File: config.mk
export PLATFORM = sky130hd
export DESIGN_NAME = fifo_param_show_ahead
export DESIGN_NICKNAME = d
export VERILOG_FILES = /design/src/rtl/fifo_pkg.sv /design/src/rtl/fifo_mem_1w1r.sv /design/src/rtl/fifo_param_show_ahead.sv
export SDC_FILE = /design/constraint.sdc
export NUM_CORES = 1
export LEC_CHECK = 0
export ABC_CLOCK_PERIOD_IN_PS = 12930
export CORE_MARGIN = 2
export CORE_UTILIZATION = 57
export DETAILED_ROUTE_END_ITERATION = 6
export DONT_BUFFER_PORTS = 1
export GPL_TIMING_DRIVEN = 0
export PLACE_DENSITY = 0.72
export SLEW_MARGIN = 25
export SYNTH_ARGS = -nofsm -noshare
export SYNTH_HDL_FRONTEND = slang
export SYNTH_SLANG_ARGS = --single-unit
File: constraint.sdc
create_clock -name clock -period 12.93 [get_ports clock]
set_input_delay 2.586 -clock clock [delete_from_list [all_inputs] [get_ports clock]]
set_output_delay 2.586 -clock clock [all_outputs]
set_load 0.01 [all_outputs]
File: src/rtl/fifo_pkg.sv
// rtl/fifo_pkg.sv - shared FIFO helpers: width derivation, parameter checks, operation encoding
package fifo_pkg;

   localparam int FIFO_MIN_DEPTH = 4;

   // Accepted-operation encoding, bit 1 = write accepted, bit 0 = read accepted.
   typedef enum logic [1:0] {
      OP_IDLE  = 2'b00,
      OP_READ  = 2'b01,
      OP_WRITE = 2'b10,
      OP_BOTH  = 2'b11
   } fifo_op_e;

   // Ceiling log2, usable in parameter and port-width expressions.
   function automatic int fifo_clog2(input int value);
      int result;
      int v;
      result = 0;
      v = value - 1;
      while (v > 0) begin
         result = result + 1;
         v = v >> 1;
      end
      return result;
   endfunction

   function automatic bit fifo_is_pow2(input int value);
      return (value > 0) && ((value & (value - 1)) == 0);
   endfunction

   function automatic bit fifo_thresh_ok(input int depth, input int ae, input int af);
      return (ae >= 0) && (ae < af) && (af <= depth);
   endfunction

endpackage

File: src/rtl/fifo_mem_1w1r.sv
// rtl/fifo_mem_1w1r.sv - DEPTH x WIDTH register array, synchronous write, asynchronous read
//
// Ports:
//   clock  - write clock (rising edge)
//   we     - write enable
//   waddr  - write address
//   wdata  - write data
//   raddr  - read address
//   rdata  - combinational read data, mem[raddr]
//
// Contents are deliberately not reset so the array can map onto MLAB/LUTRAM.
module fifo_mem_1w1r
   import fifo_pkg::*;
#(
   parameter int WIDTH = 12,
   parameter int DEPTH = 128,
   localparam int AW   = fifo_clog2(DEPTH)
) (
   input  logic             clock,
   input  logic             we,
   input  logic [AW-1:0]    waddr,
   input  logic [WIDTH-1:0] wdata,
   input  logic [AW-1:0]    raddr,
   output logic [WIDTH-1:0] rdata
);

   logic [WIDTH-1:0] mem_q [DEPTH];

   always_ff @(posedge clock) begin
      if (we) begin
         mem_q[waddr] <= wdata;
      end
   end

   assign rdata = mem_q[raddr];

endmodule

File: src/rtl/fifo_param_show_ahead.sv
// rtl/fifo_param_show_ahead.sv - parametrised single-clock show-ahead FIFO with error flags and watermark
//
// Ports:
//   clock, aclr_n           - rising-edge clock, asynchronous active-low reset
//   sclr                    - synchronous flush (pointers, count, error flags, watermark)
//   data, wrreq             - write data and request
//   rdreq                   - read acknowledge, pops the word shown on q
//   clr_err                 - clears overflow/underflow, reloads peak_usedw
//   q                       - head word, valid whenever empty = 0
//   usedw                   - occupancy 0..DEPTH
//   full, empty             - usedw == DEPTH / usedw == 0
//   almost_full/empty       - usedw >= AF_THRESH / usedw <= AE_THRESH
//   overflow, underflow     - sticky dropped-write / ignored-read flags
//   peak_usedw              - highest occupancy since reset or clr_err
module fifo_param_show_ahead
   import fifo_pkg::*;
#(
   parameter int WIDTH     = 12,
   parameter int DEPTH     = 128,
   parameter int AF_THRESH = DEPTH - 4,
   parameter int AE_THRESH = 4,
   localparam int AW       = fifo_clog2(DEPTH)
) (
   input  logic             clock,
   input  logic             aclr_n,
   input  logic             sclr,
   input  logic [WIDTH-1:0] data,
   input  logic             wrreq,
   input  logic             rdreq,
   input  logic             clr_err,
   output logic [WIDTH-1:0] q,
   output logic [AW:0]      usedw,
   output logic             full,
   output logic             empty,
   output logic             almost_full,
   output logic             almost_empty,
   output logic             overflow,
   output logic             underflow,
   output logic [AW:0]      peak_usedw
);

   if (WIDTH < 1) begin : g_bad_width
      $error("fifo_param_show_ahead: WIDTH must be at least 1");
   end
   if (!fifo_is_pow2(DEPTH) || (DEPTH < FIFO_MIN_DEPTH)) begin : g_bad_depth
      $error("fifo_param_show_ahead: DEPTH must be a power of two and at least 4");
   end
   if (!fifo_thresh_ok(DEPTH, AE_THRESH, AF_THRESH)) begin : g_bad_thresh
      $error("fifo_param_show_ahead: need AE_THRESH < AF_THRESH <= DEPTH");
   end

   localparam logic [AW:0] DEPTH_W = (AW + 1)'(DEPTH);
   localparam logic [AW:0] AF_W    = (AW + 1)'(AF_THRESH);
   localparam logic [AW:0] AE_W    = (AW + 1)'(AE_THRESH);

   logic [AW-1:0] wr_ptr_q, wr_ptr_d;
   logic [AW-1:0] rd_ptr_q, rd_ptr_d;
   logic [AW:0]   usedw_q, usedw_d;
   logic [AW:0]   peak_q, peak_d;
   logic          ovf_q, ovf_d;
   logic          udf_q, udf_d;

   logic          full_w, empty_w;
   logic          wr_acc, rd_acc, mem_we;
   fifo_op_e      op;

   // Status is derived from the registered count only, so every flag is
   // glitch-free relative to the clock and settles one edge after an operation.
   assign full_w  = (usedw_q == DEPTH_W);
   assign empty_w = (usedw_q == '0);

   always_comb begin
      rd_acc     = rdreq & ~empty_w;
      // A full FIFO still takes a write when the head is popped in the same cycle;
      // the write lands in the slot being vacated.
      wr_acc     = wrreq & (~full_w | rd_acc);
      op         = fifo_op_e'({wr_acc, rd_acc});

      wr_ptr_d   = wr_ptr_q;
      rd_ptr_d   = rd_ptr_q;
      usedw_d    = usedw_q;
      peak_d     = peak_q;
      ovf_d      = ovf_q;
      udf_d      = udf_q;
      mem_we     = 1'b0;

      if (sclr) begin
         wr_ptr_d = '0;
         rd_ptr_d = '0;
         usedw_d  = '0;
         peak_d   = '0;
         ovf_d    = 1'b0;
         udf_d    = 1'b0;
      end else begin
         mem_we = wr_acc;
         case (op)
            OP_WRITE: begin
               wr_ptr_d = wr_ptr_q + 1'b1;
               usedw_d  = usedw_q + 1'b1;
            end
            OP_READ: begin
               rd_ptr_d = rd_ptr_q + 1'b1;
               usedw_d  = usedw_q - 1'b1;
            end
            OP_BOTH: begin
               wr_ptr_d = wr_ptr_q + 1'b1;
               rd_ptr_d = rd_ptr_q + 1'b1;
            end
            default: begin
            end
         endcase

         // A fresh error in the clearing cycle still registers, so no event is lost.
         ovf_d = (ovf_q & ~clr_err) | (wrreq & ~wr_acc);
         udf_d = (udf_q & ~clr_err) | (rdreq & empty_w);

         if (clr_err) begin
            peak_d = usedw_d;
         end else if (usedw_d > peak_q) begin
            peak_d = usedw_d;
         end
      end
   end

   always_ff @(posedge clock or negedge aclr_n) begin
      if (!aclr_n) begin
         wr_ptr_q <= '0;
         rd_ptr_q <= '0;
         usedw_q  <= '0;
         peak_q   <= '0;
         ovf_q    <= 1'b0;
         udf_q    <= 1'b0;
      end else begin
         wr_ptr_q <= wr_ptr_d;
         rd_ptr_q <= rd_ptr_d;
         usedw_q  <= usedw_d;
         peak_q   <= peak_d;
         ovf_q    <= ovf_d;
         udf_q    <= udf_d;
      end
   end

   fifo_mem_1w1r #(
      .WIDTH (WIDTH),
      .DEPTH (DEPTH)
   ) u_mem (
      .clock (clock),
      .we    (mem_we),
      .waddr (wr_ptr_q),
      .wdata (data),
      .raddr (rd_ptr_q),
      .rdata (q)
   );

   assign usedw        = usedw_q;
   assign full         = full_w;
   assign empty        = empty_w;
   assign almost_full  = (usedw_q >= AF_W);
   assign almost_empty = (usedw_q <= AE_W);
   assign overflow     = ovf_q;
   assign underflow    = udf_q;
   assign peak_usedw   = peak_q;

endmodule
After elaboration in Yosys (flattened, before gate mapping):

Memories as Yosys holds them, arrays and structs flattened.
Index checks and enable logic that the tools add are counted.
Widths: inputs -> output; s select.

* bits of input ports: 18
* memory bits (writable): 1536
* register bits after elaboration: 32
* output and inout bits: 34
* memories kept: 1

Memories
* u_mem.mem_q: words 128, bits a word 12, rd ports 1, clocked after Yosys merged registers in 0, write ports 1, line fifo_mem_1w1r.sv:27 `logic [WIDTH-1:0] mem_q [DEPTH];`

* bitwise gates (word level): 13
* $lt $le $gt $ge: 3
* reductions and logical operators: 6
* add/sub/neg operators: 4
* multiplexer cells: 15
* eq/ne operators: 4

Operator list (number)
* $mux 8: 5
* $mux 7: 4
* $pmux 8 s2: 1
* $add 7x1->7 const B: 2
* $add 8x1->8 const B: 1
* $eq 8x8->1 const B: 1
* $ge 8x7->1 const B: 1
* $gt 8x8->1: 1
* $le 8x3->1 const B: 1
* $logic_not 8->1: 1
* $sub 8x1->8 const B: 1
* $and 1x1->1: 6
* $mux 1: 5
* $eq 2x2->1 const B: 2
* $not 1->1: 4
* $reduce_bool 2->1: 2
* $reduce_or 2->1: 2
* $or 1x1->1: 3
* $reduce_bool 3->1: 1
* $eq 2x1->1 const B: 1

Logic depth before layout (Yosys ltp):

* word-level depth: 12
* depth in mapped cells: 17

Hierarchy:

Synthesis repeated with hierarchy kept, for this count alone.

* cell total of the unflattened synthesis: 2584
* area total of the unflattened synthesis: 61062.3 um2

Modules (own cells, without submodules)
* fifo_mem_1w1r: cells an instance 2350, instances 1, area an instance 58887.7 um2
* fifo_param_show_ahead: cells an instance 234, instances 1, area an instance 2174.6 um2

Worst setup path after synthesis:

Ideal clock, no wire load.

* path kind: input -> register
* start point: input port wrreq
* end point: register peak_q[6], in the netlist peak_usedw[6]
* stages on the path: 15
* setup time: 0.125 ns
* slack: 6.367 ns
* path buffers: 1
* data arrival time: 6.439 ns
* cell sequence: clkbuf_1 -> a311oi_1 -> ha_1 -> a21o_1 -> a21oi_1 -> a21oi_1 -> nor2_1 -> mux2i_1 -> a211oi_1 -> inv_1 -> ha_1 -> nand4_1 -> o21bai_1 -> a21oi_1 -> mux2_2

* cells in the longest elaborated chain, start to end: 7

Ends and longest elaborated chain
* from (decl): line fifo_param_show_ahead.sv:28 `input logic wrreq,`
* $and 1x1->1 *: line fifo_param_show_ahead.sv:76 `wr_acc = wrreq & (~full_w | rd_acc);`
* $eq 2x1->1 / $eq 2x2->1 (equally long branches): line fifo_param_show_ahead.sv:96 `case (op)`
* $pmux 8 s2 *: line fifo_param_show_ahead.sv:96
* $mux 8 *: line fifo_param_show_ahead.sv:87 `if (sclr) begin`
* parallel branches: the longest is 3 deep, another holds $gt 8x8->1
* to (signal assigned): line fifo_param_show_ahead.sv:137 `peak_q <= peak_d;`
* to (decl): line fifo_param_show_ahead.sv:59 `logic [AW:0] peak_q, peak_d;`

Every way passes the cells marked *. The select of a mux whose other input is x is not followed.
A chain may end at the register's enable or synchronous reset.

Worst setup path after layout:

* start point: register rd_ptr_q[1]
* end point: output port q[7]

* cells in the longest elaborated chain, start to end: 1

Ends and longest elaborated chain
* from (decl): line fifo_param_show_ahead.sv:57 `logic [AW-1:0] rd_ptr_q, rd_ptr_d;`
* from (signal assigned): line fifo_param_show_ahead.sv:135 `rd_ptr_q <= rd_ptr_d;`
* $mem_v2 128x12
* to (decl): line fifo_param_show_ahead.sv:31 `output logic [WIDTH-1:0] q,`

No other way between the ends.

==> impl_summary.md <==
STA
The number of max-slew violations in the final report came to 0. The clock skew is 0.0283 ns. Setup violations remaining at the end of the flow were counted as 0. The relative slew slack is 13.9%. The routed design could run at a clock period as short as 7.83 ns. The slew at the pin closest to its max-slew limit is 1.29 ns. In the final timing run, aggregate negative setup slack is 0 ns. The final cycle utilization of the critical path is 60.5%.

For this run, the top clock speed supported by timing is 0.128 GHz. Setup repair after global routing left no endpoint under its margin. The hold violation count in the final report is 0.

Final layout
The repair_antennas step left the layout with diodes totalling 0. The net count reported at finish is 3212. Of the cells placed in the final design, the portion with a size suffix greater than 1 is 24.0%. The fraction of the core area covered by cells at the end of the flow is 64.1%. Compared with the post-synthesis result, the final layout area differs by 11.7%.

CTS
Clock tree synthesis inserted a total of 152 buffers. The root cell of the clock tree is sky130_fd_sc_hd__clkbuf_16. The post-cts resize count is 0.

The deepest level of the CTS H-tree is 4. Once the clock tree was built, the setup fixing pass inserted 0 buffers. The clock latency on the worst-skew pair is 0.79 ns. The clock transition at the registers of the reported paths is 0.06 ns. The longest clock path from root to sink contains 3 buffers.

The number of clock sinks seen by CTS is 1568. TritonCTS built the clock tree. After clock tree synthesis, the flow added hold-fix buffers numbering 0.

Floorplanning
The core area is 0.107 mm2. The initialized floorplan defines 120 standard-cell rows. The area enclosed by the die boundary is 0.110 mm2. From bottom edge to top edge, the die measures 332 um. The number of placed I/O pins is 52. The starting utilization of the core area is 57.4%. The floorplan die width is 332 um.

Global routing
The pin count of the biggest net entering global routing is 129. The number of antenna violations at the first check in global routing is 6. The via count of the first global-routing pass came to 32400.

The leftover overflow at the end of global routing is 0. The global-route wire length before repair is 259000 um. The total global routing track utilization is 34.7%.

Worst setup path
Along the worst path, the maximum fanout reaches 10. The startpoint class of the critical path is a register. The arrival time at the worst endpoint is 5.24 ns. The most prevalent standard cell on the critical path is sky130_fd_sc_hd__buf_2.

The largest single stage delay on the critical path is 0.66 ns. The slowest stage of the critical path is the sky130_fd_sc_hd__buf_2 cell. The signal on the critical path passes through buf_2 -> buf_4 -> buf_2 -> buf_2 -> buf_2 -> mux2i_1 -> o21ai_0 -> a21oi_1 -> a31oi_1. The critical path is of the register to primary output type. STA classifies the critical path endpoint as a primary output.

For the worst setup path, the data required time is 10.34 ns.

Routing
The length of the first detailed-routing pass in iterations is 7. The iteration-0 DRC count of the detailed router is 6624. Once detail routing completed, the nets flagged for antenna violations numbered 0.

The number of vias in the routed layout is 33800. After detailed routing, the number of remaining DRC violations is 2. The per-cell via count in the routed design is 7.18. The overall routed net length is 191000 um. The routed length per instance is 40.6 um.

Placement
The number of I/O port buffers is 0. The half-perimeter wire length of the detailed placement result is 118000 um. Routability-driven placement finished with a final weighted congestion of 0.998.

Synth
Among all cell types in the netlist, the one instantiated most often is sky130_fd_sc_hd__edfxtp_1. The most used flip-flop cell after synthesis is sky130_fd_sc_hd__edfxtp_1. The share of flip-flops with an asynchronous set or reset after synthesis is 2.04%. The post-synthesis instance total is 3010. The count of flip-flops with a built-in enable after synthesis is 1536. The netlist area before placement is 0.0613 mm2. The number of warnings issued by yosys is 0. Dividing the synthesized area by the synthesized cell count gives 20.4 um2. By area the synthesized netlist is led by sky130_fd_sc_hd__edfxtp_1, sky130_fd_sc_hd__mux4_2, sky130_fd_sc_hd__mux2i_1. The netlist uses 66 different library cells. After synthesis, the largest area contributor takes up 75.2% of total cell area.

The net count after synthesis is 3045. Counting instances in the post-synthesis netlist gives the leading cell types as sky130_fd_sc_hd__edfxtp_1, sky130_fd_sc_hd__mux4_2, sky130_fd_sc_hd__mux2i_1. After synthesis the netlist holds a flip-flop and latch count of 1568. After synthesis, flip-flops and latches occupy 76.5% of the total area. The library cell with the largest summed area after synthesis is sky130_fd_sc_hd__edfxtp_1.

Status
The flow ran to the end, but the final reports show violations. The checks that failed: DRC.

Power
The areal power density over the cells is 179 mW/mm2. The total power draw is 12200 uW. The reported leakage power is 0.0208 uW. Across the VDD grid, the largest voltage drop is 0.130 mV.

Flow run
The count of maximum capacitance violations is 0.

Min path
The class of the most critical hold timing path is register to register.
==> final timing paths <==
path,from,to,slack (ns),depth (start not counted)
setup / recovery,rd_ptr_q[1]$_DFFE_PN0P_,q[7],5.10,9
hold / removal,wr_ptr_q[2]$_DFFE_PN0P_,wr_ptr_q[2]$_DFFE_PN0P_,0.60,2
setup reg to reg,usedw[0]$_DFF_PN0_,peak_usedw[4]$_DFFE_PN0P_,7.71,18
hold reg to reg,wr_ptr_q[2]$_DFFE_PN0P_,wr_ptr_q[2]$_DFFE_PN0P_,0.60,2
max in group asynchronous,aclr_n,rd_ptr_q[1]$_DFFE_PN0P_,11.34,0
min in group asynchronous,aclr_n,peak_usedw[3]$_DFFE_PN0P_,1.50,0
==> state kept, by name, summed over array words and instances, names as in the netlist <==
| signal | cells |
|---|---|
| rd_ptr_q | 7 |
| usedw | 8 |
| underflow | 1 |
| overflow | 1 |
| u_mem.mem_q | 1536 |
| peak_usedw | 8 |
| wr_ptr_q | 7 |
==> cell type report <==
| cell class | count | area, um2 |
|---|---|---|
| Sequential cell | 1568 | 46900 |
| Fill cell | 7101 | 38400 |
| Multi-Input combinational cell | 1254 | 13600 |
| Clock buffer | 197 | 4030 |
| Tap cell | 1403 | 1760 |
| Buffer | 169 | 1060 |
| Clock inverter | 80 | 896 |
| Timing Repair Buffer | 13 | 154 |
| Inverter | 19 | 71.3 |
==> kinds of logic (layout without fill, tap and decap cells) <==
group | Yosys count | count (layout) | synth area share, %
muxes | 507 | 507 | 14.4
xor gates and xnor gates | 16 | 16 | 0.229
and+or+nand+nor | 371 | 371 | 2.71
adders and majority gates | 17 | 17 | 0.359
DFF | 1568 | 1568 | 76.5
AOI/OAI and AO/OA | 343 | 343 | 3.96
buffers and inverters | 188 | 478 | 1.84
==> power breakdown <==
| group | switching (uW) | internal, uW |
|---|---|---|
| Sequential | 45.9 | 5600 |
| Clock | 1920 | 2520 |
| Combinational | 1380 | 780 |
| Total | 3350 | 8900 |
==> worst max-delay path, delay by kind of cell, from the launching register on <==
kind	cells	cell delay, ns
buffers and inverters	5	2.41
muxes	1	0.35
AOI/OAI and AO/OA	3	1.28
DFF	1	0.34
==> layout by cell type (no fill, tap or decap), types with 11 or more instances in the layout <==
cell type	n
sky130_fd_sc_hd__a31oi_1	11
sky130_fd_sc_hd__buf_2	68
sky130_fd_sc_hd__clkinv_1	27
sky130_fd_sc_hd__buf_4	29
sky130_fd_sc_hd__clkbuf_16	154
sky130_fd_sc_hd__nor2_1	58
sky130_fd_sc_hd__buf_6	25
sky130_fd_sc_hd__edfxtp_1	1536
sky130_fd_sc_hd__dfrtp_1	32
sky130_fd_sc_hd__o221ai_1	21
sky130_fd_sc_hd__a211oi_1	32
sky130_fd_sc_hd__o21ai_0	24
sky130_fd_sc_hd__nand2_1	62
sky130_fd_sc_hd__nor2b_1	19
sky130_fd_sc_hd__ha_1	16
sky130_fd_sc_hd__a22oi_1	60
sky130_fd_sc_hd__nor3_1	37
sky130_fd_sc_hd__mux2i_1	206
sky130_fd_sc_hd__clkbuf_1	82
sky130_fd_sc_hd__inv_1	19
sky130_fd_sc_hd__o22ai_1	56
sky130_fd_sc_hd__nor2_2	129
sky130_fd_sc_hd__bufinv_16	15
sky130_fd_sc_hd__a21oi_1	65
sky130_fd_sc_hd__mux4_2	298
sky130_fd_sc_hd__nand3_1	26
sky130_fd_sc_hd__clkinv_2	22
sky130_fd_sc_hd__a22o_1	17
==> stage by stage <==
step | instance area [um2] | setup slack [ns] | instances | hold slack (ns)
4_1_cts | 68500 | 5.37 | 4703 | 0.573
5_1_grt | 68500 | 5.23 | 4703 | 0.596
6_report | 68500 | 5.10 | 4703 | 0.597
3_3_place_gp | 63100 | 5.11 | 4413 | 0.537
3_5_place_dp | 63500 | 5.93 | 4426 | 0.562
2_1_floorplan | 61300 | 6.37 | 3010 | 0.518
==> layer usage <==
layer	track usage, %	vias up	part of all wire (%)
met5	0	-	0.017
met4	20.3	4	6.8
met3	10.5	621	14
met2	50.8	2913	44
met1	46.8	17400	35
li1	-	12800	-
Note: power is estimated with default switching activity, not from simulation.
